==> config.mk <==
export PLATFORM = sky130hd
export DESIGN_NAME = mux_packer
export DESIGN_NICKNAME = d
export VERILOG_FILES = /design/src/rtl/mux_packer.sv
export SDC_FILE = /design/constraint.sdc
export NUM_CORES = 1
export LEC_CHECK = 0
export ABC_AREA = 1
export CAP_MARGIN = 20
export CORE_UTILIZATION = 44
export CTS_CLUSTER_DIAMETER = 30
export DETAILED_ROUTE_END_ITERATION = 12
export PLACE_DENSITY = 0.77
export REMOVE_ABC_BUFFERS = 1
export SLEW_MARGIN = 0
export SYNTH_ARGS = -nofsm -noshare
export SYNTH_HDL_FRONTEND = slang
export SYNTH_SLANG_ARGS = --single-unit
==> constraint.sdc <==
create_clock -name clk_sys -period 1.65 [get_ports clk_sys]
set_input_delay 0.4125 -clock clk_sys [delete_from_list [all_inputs] [get_ports clk_sys]]
set_output_delay 0.4125 -clock clk_sys [all_outputs]
set_load 0.02 [all_outputs]
==> src/rtl/mux_packer.sv <==
// mux_packer
// Selects one of three byte channels and packs accepted bytes MSB-first
// into a 4-byte word held in a single-entry output register.
//
// Ports:
//   clk_sys            single clock, rising edge
//   rst                synchronous active-high reset
//   select[1:0]        source channel: 00=ch0, 01=ch1, 10=ch2, 11=none
//   dataN_i/validN_i   channel N byte and its qualifier (N = 0..2)
//   ready_o            a byte can be accepted this cycle (combinational)
//   data_o             packed word (held when valid_o=0)
//   valid_o            data_o holds an unconsumed word
//   ready_i            downstream consumes data_o when valid_o=1
//   drop_o             one-cycle pulse after a partial word is discarded
//
// MST_DWIDTH must equal 4*SYS_DWIDTH.
module mux_packer #(
    parameter int MST_DWIDTH = 32,
    parameter int SYS_DWIDTH = 8
) (
    input  logic                  clk_sys,
    input  logic                  rst,
    input  logic [1:0]            select,
    input  logic [SYS_DWIDTH-1:0] data0_i,
    input  logic                  valid0_i,
    input  logic [SYS_DWIDTH-1:0] data1_i,
    input  logic                  valid1_i,
    input  logic [SYS_DWIDTH-1:0] data2_i,
    input  logic                  valid2_i,
    output logic                  ready_o,
    output logic [MST_DWIDTH-1:0] data_o,
    output logic                  valid_o,
    input  logic                  ready_i,
    output logic                  drop_o
);

    logic [1:0]            count;
    logic [1:0]            sel_q;
    logic [MST_DWIDTH-1:0] asm_q;

    logic [SYS_DWIDTH-1:0] sel_data;
    logic                  sel_valid;
    logic                  drop_now;
    logic [1:0]            eff_count;
    logic                  accept;
    logic                  load;
    logic [MST_DWIDTH-1:0] asm_next;

    always_comb begin
        sel_data  = '0;
        sel_valid = 1'b0;
        case (select)
            2'b00: begin sel_data = data0_i; sel_valid = valid0_i; end
            2'b01: begin sel_data = data1_i; sel_valid = valid1_i; end
            2'b10: begin sel_data = data2_i; sel_valid = valid2_i; end
            default: begin sel_data = '0; sel_valid = 1'b0; end
        endcase
    end

    // Only the 4th byte needs room in the output register, so stall it alone.
    assign ready_o = !((count == 2'd3) && valid_o && !ready_i);

    // A select change with a partial word pending discards it; a byte from the
    // new channel on this same edge then becomes byte 1 of a fresh word.
    assign drop_now  = (select != sel_q) && (count != 2'd0);
    assign eff_count = drop_now ? 2'd0 : count;
    assign accept    = sel_valid && ready_o;
    assign load      = accept && (eff_count == 2'd3);

    always_comb begin
        asm_next = drop_now ? '0 : asm_q;
        for (int i = 0; i < 4; i++) begin
            if (accept && (eff_count == 2'(i)))
                asm_next[(3-i)*SYS_DWIDTH +: SYS_DWIDTH] = sel_data;
        end
    end

    always_ff @(posedge clk_sys) begin
        if (rst) begin
            count   <= 2'd0;
            sel_q   <= 2'b00;
            asm_q   <= '0;
            data_o  <= '0;
            valid_o <= 1'b0;
            drop_o  <= 1'b0;
        end else begin
            sel_q  <= select;
            drop_o <= drop_now;
            // 2-bit counter wraps 3->0 naturally on the 4th accept
            count  <= accept ? eff_count + 2'd1 : eff_count;
            asm_q  <= load ? '0 : asm_next;
            if (load)
                data_o <= asm_next;
            // A load can only coincide with a full register when it is being
            // consumed on the same edge, so nothing is ever overwritten.
            valid_o <= load || (valid_o && !ready_i);
        end
    end

endmodule

Word level (Yosys, flattened, before mapping)
Cells that the tools add are included.

storage, ports and cells
  register bits after elaboration = 70
  input bits = 32
  output and inout port bits = 35
  word-level logic and storage cells = 39

cells by class
  add/subtract/negate cells = 1
  equality and inequality tests = 7
  muxes and demuxes = 9
  reductions and logical operators = 16

operator list
  kind                                            count
  2-to-1 mux 32 bit                               1
  2-to-1 mux 8 bit                                4
  case mux 8 bit (3 select lines)                 1
  logical AND 1 bit                               9
  == test 2 bit (second input constant)           4
  == test 2 x 1 -> 1 bit (second input constant)  2
  logical NOT 2 bit                               2
  2-to-1 mux 2 bit                                2
  case mux 1 bit (3 select lines)                 1
  adder 2 x 1 -> 2 bit (second input constant)    1
  logical NOT 1 bit                               2
  != test 2 bit                                   1
  nonzero test 2 bit                              1
  OR reduction 2 bit                              1
  logical OR 1 bit                                1

Depth between registers and ports, before layout
Gate-level depths: netlist (run 1).

  word-level depth = 7
  mapped depth = 10
  depth with buffers taken out = 9

Worst setup path before layout (run 1)
OpenSTA, ideal clock, no wires.

  path type = input to register
  start point = in select[0]
  end point = reg data_o[5]
  setup time = 0.134 ns
  data arrival time = 1.525 ns
  path slack = -0.009 ns
  cell stages on the path = 10
  buffers on the path = 2
  cell sequence = buf_6 -> nor2_2 -> nand2_1 -> nand3_1 -> nand2_2 -> nor2_4 -> inv_2 -> buf_2 -> nand3_1 -> o21ai_0

on the way
  cells in the longest elaborated chain, start to end = 6
  elaborated cells on any way between the ends = 13
  those cells by class = eq/ne (4); mux (5); reduce/logical (4)

RTL lines
  item                  line    source
  from (decl)           23      input logic [1:0] select,
  != test 2 bit         65      assign drop_now = (select != sel_q) && (count != 2'd0);
  logical AND 1 bit     65
  2-to-1 mux 2 bit      66      assign eff_count = drop_now ? 2'd0 : count;
  == test 2 bit         68, 73
  logical AND 1 bit     68, 73
  2-to-1 mux 8 bit      73      if (accept && (eff_count == 2'(i)))
  to (signal assigned)  93      data_o <= asm_next;
  to (decl)             31      output logic [MST_DWIDTH-1:0] data_o,

Parallel ways exist; a longest one is shown, timed or not.
A chain may end at the register's enable or synchronous reset.

Final worst setup path (run 1)
  start point = in ready_i
  end point = out ready_o

on the way
  cells in the longest elaborated chain, start to end = 3

RTL lines
  item               line  source
  from (decl)        33    input logic ready_i,
  logical NOT 1 bit  61    assign ready_o = !((count == 2'd3) && valid_o && !ready_i);
  logical AND 1 bit  61
  logical NOT 1 bit  61
  to (decl)          30    output logic ready_o,

No other way between the ends.

==> impl_metrics.ini, run 1 <==
[outcome]
outcome = finished, final reports clean

[floorplanning]
ios = 67
initial_core_util_pct = 46.3
die-area_um2 = 6630
row_count = 28
die_y_um = 81.4
coreArea_um2 = 5990
die_x_um = 81.4

[setup_path]
critPathMaxFanout = 2
critPathTopFamily = buffers and inverters
path_buf_inv = 3
rrSetupSlack_ns = 0.13
r2r_cells = 9
arrival_ns = 1.20
cp_num_cells = 4
slowest_stage = clkdlybuf4s50_1
reg2reg_from = sel_q[0]$_SDFF_PP0_
startpoint_type = primary input
path_cells = clkdlybuf4s50_1 > inv_1 > nand4_1 > buf_2
endpoint_kind = output pin
critPathKind = in -> out
cp.required_ns = 1.24
cp_slowest_stage_delay_ns = 0.46
crit_path_start = ready_i

[sta]
hold_viol_final = 0
finalMaxSlewViolations = 0
period_share_pct = 97.7
finalClockSkew_ns = 0.00463
maxSlewHeadroom_pct = 72.6
setup_violations = 0
max_freq_ghz = 0.621
min_period_ns = 1.61
tightest_slew_ns = 0.409
fin_ws_ns = 0.0387

[grt]
grt_max_degree = 21
antenna_found_initial = 0
grtUsageTotal_pct = 25.7
grt_first_pass_wirelength_um = 12600
gr-total-overflow = 0
grt_pass1_vias = 2787

[detailed_routing]
final_antenna_net_count = 0
viasPerCell = 5.22
drt_iter0_markers = 186
drc = 0
wl_um = 7920
dr.pass1.iters = 5
wl_per_cell_um = 13.5
num_vias = 3055

[yosys]
ys_seq_elements = 62
yosys_warnings = 0
ys_async_sr_fraction_pct = 0
seq_area_frac_synth_pct = 44.7
yosysTopAreaCell = dfxtp_1
synth_area_um2 = 2770
yosysUniqueCellTypes = 24
synth_ff_type = dfxtp_1
syn_area_per_cell_um2 = 7.00
synthCells = 396
synth-edff-count = 0
synth_top_area_share_pct = 44.7
ys_top_cells_by_area = dfxtp_1 (45%), nand2_1 (14%), nand3_1 (13%), nor2_1 (7.0%), inv_1 (3.9%)

[place]
dp_slack_ns = -0.568
dp_cells = 569
gp_congestion = 0.813
portBuffers = 66
place_area_um2 = 3850
place_hpwl_um = 5550

[min_path]
holdPathStages = 2
hold_path_startpoint = data_o[15]$_SDFFE_PP0P_
hold_class = reg -> reg

[clock_network]
cts_tree = built
numCtsBuffers = 9
cts_root_buffer = clkbuf_8
cts.clk_slew.worst_paths_ns = 0.06
clock_sinks = 62
holdBufCountCts = 0
htree_num_levels = 3
cts_buffer_depth = 2
worstSkewPairLatency_ns = 0.34

[flow_run]
drv_cap = 0

[finish]
area_growth_pct = 47.0
antenna_cells = 0
num-nets-final = 540
post-route-util_pct = 68.1
multi_input_area_um2 = 1340
seq_area_um2 = 1240
fill_cells = 510
final_cell_mix = nand2_1 (100), nand3_1 (73), dfxtp_1 (62)
final_area_um2 = 4080
fin_cells = 585
drive_gt1_share_pct = 17.1
layout_commonest_cell = nand2_1

[power]
p_leak_uw = 0.00206
power_density_nw_per_um2 = 828
ir_drop_mv = 0.471
==> power by group <==
part	total [µW]	leakage [µW]	switching, µW	internal [µW]
sequential	1530	0.000502	9.40	1520
combinational	501	0.00146	270	231
clock	1340	0.000100	546	796
==> worst reg2reg max path: stages (launching register included) <==
cell and delay, ns:
dfxtp_1 0.35, xnor2_4 0.28, buf_6 0.14, nand2_1 0.06
nand2_2 0.14, buf_6 0.14, nand2_1 0.05, o21ai_1 0.13
nand3_1 0.12, nand2_1 0.07
==> through the flow <==
stage / setup TNS, ns / hold WS [ns] / power [µW]
global route: -0.00576 / 0.489 / 3510
floorplan: -13.58 / 0.482 / 1760
global placement: -27.57 / 0.459 / 2020
detailed placement: -31.30 / 0.461 / 2030
CTS: 0 / 0.469 / 3370
finish: 0 / 0.462 / 3380
==> final cells by class <==
| class | instances | share of cell area, % |
|---|---|---|
| timing repair buffer | 119 | 26.4 |
| inverter | 35 | 3.28 |
| clock inverter | 1 | 0.736 |
| clock buffer | 12 | 4.05 |
| tap | 75 | 2.30 |
| multi-input combinational | 281 | 32.8 |
| sequential | 62 | 30.4 |
==> sequential cells by signal, summed over array words and instances (netlist names) <==
signal	count
asm_q	24
count	2
data_o	32
drop_o	1
sel_q	2
valid_o	1
==> synth_stat cells, types with 2 or more instances <==
library cell  instances
o21ai_0              21
a21oi_1               3
inv_1                29
inv_2                 4
nor2_1               52
buf_4                 4
dfxtp_1              62
nand4_1              10
clkbuf_1              3
nor3b_1               3
clkinv_1              2
o21ai_1               6
nand3_1              73
nand2_1             101
buf_2                10
nand4_2               2
nand2_2               4
==> kinds of logic after synthesis <==
kind of cell / after synthesis / synth area share [%]
AOI/OAI and AO/OA: 31 / 5.68
DFF: 62 / 44.7
xor gates and xnor gates: 1 / 0.992
buffers and inverters: 53 / 8.43
and+or+nand+nor: 249 / 40.1
==> metal layers <==
layer / wire length (µm) / part of all wire [%] / GRT usage (%)
met5: 0 / 0 / 0
met3: 621 / 7.8 / 6.85
met4: 238 / 3.0 / 13.4
met1: 3180 / 40 / 30.2
met2: 3880 / 49 / 42.4
==> worst paths after layout <==
kind	end
worst max-delay path	ready_o
worst min-delay path	data_o[15]$_SDFFE_PP0P_
worst max register to register	data_o[9]$_SDFFE_PP0P_
worst min register to register	data_o[15]$_SDFFE_PP0P_
==> what timing repair did <==
item                                    in CTS  in global routing
buffers inserted                             1                  1
endpoints found under the setup margin      93                 57
pin swaps                                    2                  4
gates resized for setup                     46                 18
gates cloned                                 0                  1
Power figures use the tool's default switching activity.
==> run 2: changes to the inputs <==
- clock period: 1.65 -> 1.3 ns (I/O delays scaled with it)
==> run 2 against run 1 <==
Effect of this change: the run now ends with negative setup slack left; setup slack got worse by 0.33 ns; die area did not move; non-clock buffer count rose by 17; core utilization rose by 7.2 points; via count rose by 12%; combinational power rose by 57%; first-iteration DRC count rose by 61%; wire length rose by 31%; clock skew barely moved; sequential share of layout area fell by 2.7 points; sequential cell count did not move; worst hold slack improved by 0.0074 ns; largest cell class unchanged; largest power group unchanged.
==> impl_metrics.ini, run 2 (synthesis gave the netlist of run 1 again) <==
[sta]
finalMaxSlewViolations = 0
maxSlewHeadroom_pct = 73.5
finalClockSkew_ns = 0.00463
min_period_ns = 1.60
tightest_slew_ns = 0.395
max_freq_ghz = 0.626
rsz0062_at_grt = yes
hold_viol_final = 0
period_share_pct = 123
tns_ns = -9.73
setup_violations = 61
fin_ws_ns = -0.296

[grt]
grtUsageTotal_pct = 27.3
antenna_found_initial = 0
grt_pass1_vias = 2906
grt_max_degree = 21
grt_first_pass_wirelength_um = 13400
gr-total-overflow = 0

[finish]
antenna_cells = 0
post-route-util_pct = 75.3
top_register = data_o
area_growth_pct = 62.6
largest_reg_flops = 32
fin_cells = 607
final_cell_mix = nand2_1 (82), dfxtp_1 (57), nand3_1 (52)
layout_commonest_cell = nand2_1
reg_top3 = data_o: 32 flops, asm_q: 24 flops
fill_cells = 398
drive_gt1_share_pct = 37.8
final_area_um2 = 4510
num-nets-final = 559

[setup_path]
cp.required_ns = 1.55
path_cells = xnor2_4 > buf_6 > nand4_1 > inv_2 > buf_6 > nand3_1 > nand2_1 > nor2_1
rrSetupSlack_ns = -0.30
cp_common_cell = buf_6
startpoint_type = register
endpoint_kind = register
critPathKind = reg -> reg
r2r_cells = 8
arrival_ns = 1.84
cp_slowest_stage_delay_ns = 0.36
crit_path_start = sel_q[0]$_SDFF_PP0_
reg2reg_from = sel_q[0]$_SDFF_PP0_
critPathMaxFanout = 6
slowest_stage = dfxtp_4

[floorplanning]
die_y_um = 81.4
row_count = 28
die-area_um2 = 6630
coreArea_um2 = 5990
die_x_um = 81.4
initial_core_util_pct = 46.3
ios = 67

[detailed_routing]
dr.pass1.iters = 5
wl_um = 10300
wl_per_cell_um = 17.0
drc = 0
final_antenna_net_count = 0
drt_iter0_markers = 300
num_vias = 3418
viasPerCell = 5.63

[clock_network]
cts_root_buffer = clkbuf_8
worstSkewPairLatency_ns = 0.35
holdBufCountCts = 0
numCtsBuffers = 9
clock_sinks = 62
htree_num_levels = 3
cts.clk_slew.worst_paths_ns = 0.07
cts_buffer_depth = 2
cts_tree = built

[outcome]
outcome = finished, violations left
failed_checks = negative setup slack

[flow_run]
drv_cap = 0

[place]
portBuffers = 66
dp_cells = 571
place_area_um2 = 3870
place_hpwl_um = 5490
gp_congestion = 0.813

[min_path]
hold_class = reg -> reg
hold_path_startpoint = data_o[0]$_SDFFE_PP0P_
holdPathStages = 2

[power]
power_density_nw_per_um2 = 944
ir_drop_mv = 0.592
p_leak_uw = 0.00215
[run 2: through the flow]
step	worst slack [ns]	total power, µW	hold slack [ns]
floorplan	-0.708	2230	0.394
global placement	-0.794	2570	0.461
detailed placement	-0.814	2580	0.461
CTS	-0.113	4100	0.465
global route	-0.318	4380	0.494
finish	-0.296	4260	0.469
[run 2: report_power, final]
part / switching, µW / internal [µW]
sequential: 15.9 / 1930
clock: 788 / 735
combinational: 439 / 347
[run 2: metal layers]
layer  up-vias  GRT usage, %  wire (µm)
met5         -             0          0
met4         0          15.2        522
met3        65          5.96        859
met2       226          45.7       5130
met1      1575          32.1       3830
li1       1552             -          -
[run 2: layout make-up]
| class | instances | area [µm²] | area share (%) |
|---|---|---|---|
| Clock buffer | 12 | 145 | 3.22 |
| Clock inverter | 4 | 22.5 | 0.499 |
| Inverter | 35 | 146 | 3.25 |
| Multi-Input combinational cell | 282 | 1600 | 35.5 |
| Sequential cell | 62 | 1250 | 27.7 |
| Tap cell | 75 | 93.8 | 2.08 |
| Timing Repair Buffer | 136 | 1240 | 27.6 |
| Timing Repair inverter | 1 | 3.75 | 0.0832 |
[run 2: critical path: cells and delay by family, from the launching register on]
family	cells	cell delay, ns
buffers and inverters	3	0.49
and+or+nand+nor	4	0.44
DFF	1	0.36
xor gates and xnor gates	1	0.21
[run 2: path summary, 6_finish.rpt]
| check | end |
|---|---|
| max | asm_q[18]$_SDFF_PP0_ |
| min | data_o[0]$_SDFFE_PP0P_ |
| max reg2reg | asm_q[18]$_SDFF_PP0_ |
| min reg2reg | data_o[0]$_SDFFE_PP0P_ |
[run 2: repair_timing]
item / in CTS / in global routing
gates cloned: 3 / 5
buffers inserted: 10 / 4
gates resized for setup: 154 / 107
pin swaps: 8 / 34
endpoints found under the setup margin: 95 / 76
==> run 3: changes to the inputs <==
- TNS_END_PERCENT: unset -> 20
==> run 3 against run 2 <==
Effect of this change: the flow still finishes with violations (negative setup slack); clock skew up 0.0071 ns; wire length down 8.0%; critical path depth down 2; sequential power about the same; global-route usage down 0.43 points; via count down 5.6%; largest cell class unchanged; highest routed layer unchanged.
==> impl_metrics.ini, run 3 (synthesis gave the netlist of run 1 again) <==
[outcome]
outcome = finished, violations left
failed_checks = negative setup slack

[finish]
drive_gt1_share_pct = 35.0
multi_input_area_um2 = 1590
seq_area_um2 = 1250
num-nets-final = 552
post-route-util_pct = 73.6
largest_reg_flops = 32
fill_cells = 420
top_register = data_o
antenna_cells = 0
final_cell_mix = nand2_1 (91), dfxtp_1 (57), nor2_1 (51)
layout_commonest_cell = nand2_1
reg_top3 = data_o: 32 flops, asm_q: 24 flops
area_growth_pct = 59.0

[floorplanning]
ios = 67
initial_core_util_pct = 46.3
coreArea_um2 = 5990
die_x_um = 81.4
die-area_um2 = 6630
row_count = 28
die_y_um = 81.4

[place]
place_hpwl_um = 5490
portBuffers = 66
dp_slack_ns = -0.814
gp_congestion = 0.813

[detailed_routing]
drt_iter0_markers = 236
dr.pass1.iters = 5
wl_um = 9510
final_antenna_net_count = 0
viasPerCell = 5.38
wl_per_cell_um = 15.9
num_vias = 3228
drc = 0

[setup_path]
cp.required_ns = 1.56
critPathMaxFanout = 7
critPathKind = reg -> reg
arrival_ns = 1.79
endpoint_kind = register
rrSetupSlack_ns = -0.23
cp_slowest_stage_delay_ns = 0.44
critPathTopFamily = compound AO/OA/AOI/OAI gates
path_cells = buf_4 > o211ai_1 > buf_6 > nand3_4 > nand3_2 > nand2_1
slowest_stage = o211ai_1
startpoint_type = register
path_buf_inv = 2

[clock_network]
worstSkewPairLatency_ns = 0.36
clock_sinks = 62
cts_tree = built
cts_root_buffer = clkbuf_8
cts_buffer_depth = 2
htree_num_levels = 3
cts.clk_slew.worst_paths_ns = 0.08
numCtsBuffers = 9
holdBufCountCts = 0

[flow_run]
drv_cap = 0

[sta]
finalClockSkew_ns = 0.0118
setup_violations = 59
max_freq_ghz = 0.653
tightest_slew_ns = 0.522
hold_viol_final = 0
rsz0062_at_grt = yes
fin_ws_ns = -0.232
timing.hold.ws_ns = 0.462
tns_ns = -7.86
finalMaxSlewViolations = 0
min_period_ns = 1.53
period_share_pct = 118
maxSlewHeadroom_pct = 65.1

[grt]
grt_first_pass_wirelength_um = 13200
grt_pass1_vias = 2951
grt_max_degree = 21
antenna_found_initial = 0
gr-total-overflow = 0
grtUsageTotal_pct = 26.9

[power]
power_uw = 4240
p_leak_uw = 0.00210
ir_drop_mv = 0.750
power_density_nw_per_um2 = 962

[min_path]
hold_class = reg -> reg
==> run 3: cell types whose count changed in the layout (fill, tap and decap cells not counted), moves of 2 or more <==
| cell | delta |
|---|---|
| clkdlybuf4s15_2 | +3 |
| nor2_2 | -3 |
| nor2_1 | +4 |
| nand3_1 | -3 |
| nand3_2 | -2 |
| clkbuf_16 | -2 |
| nand2_4 | -4 |
| buf_6 | -2 |
| buf_2 | -4 |
| nand3_4 | +5 |
| nand2_2 | -4 |
| nand2_1 | +9 |
==> run 3: final timing paths <==
path | depth (start not counted) | start | end
hold / removal | 2 | data_o[11]$_SDFFE_PP0P_ | data_o[11]$_SDFFE_PP0P_
hold reg to reg | 2 | data_o[11]$_SDFFE_PP0P_ | data_o[11]$_SDFFE_PP0P_
setup reg to reg | 6 | count[0]$_SDFF_PP0_ | data_o[28]$_SDFFE_PP0P_
setup / recovery | 6 | count[0]$_SDFF_PP0_ | data_o[28]$_SDFFE_PP0P_
==> run 3: timing repair <==
action,in CTS,in global routing
endpoints found under the setup margin,95,76
cloned,1,3
pin swaps,8,23
gates resized for setup,146,95
hold endpoints to repair,0,0
buffers inserted,10,1
==> run 3: worst min-delay path, stage by stage (launching register included) <==
cell and delay [ns]:
dfxtp_1 0.31, nand3_1 0.07, nand2_1 0.04
==> run 3: cell type report <==
class,count,share of cell area (%)
clock buffers,12,3.29
clock inverters,4,0.511
inverters,35,3.18
multi-input cells,282,36.0
flip-flops and latches,62,28.3
well taps,75,2.13
repair buffers,130,26.6
==> run 3: report_power, final <==
group,switching [µW],total (µW),internal [µW]
logic,432,772,339
clock network,790,1520,735
registers,13.5,1950,1930
total,1240,4240,3010
==> run 3: stage by stage <==
stage	cells	instance area, µm²
final	600	4410
after global routing	600	4410
after CTS	598	4230
after detailed placement	571	3870
after global placement	571	3870
after floorplan	378	2670
==> run 3: routing by layer <==
layer | vias to the layer above | track usage (%) | share of wire [%]
li1 | 1533 | - | -
met1 | 1501 | 30.8 | 38
met2 | 162 | 44.9 | 51
met3 | 32 | 5.96 | 7.5
met4 | 0 | 16.8 | 4.0
met5 | - | 0 | 0
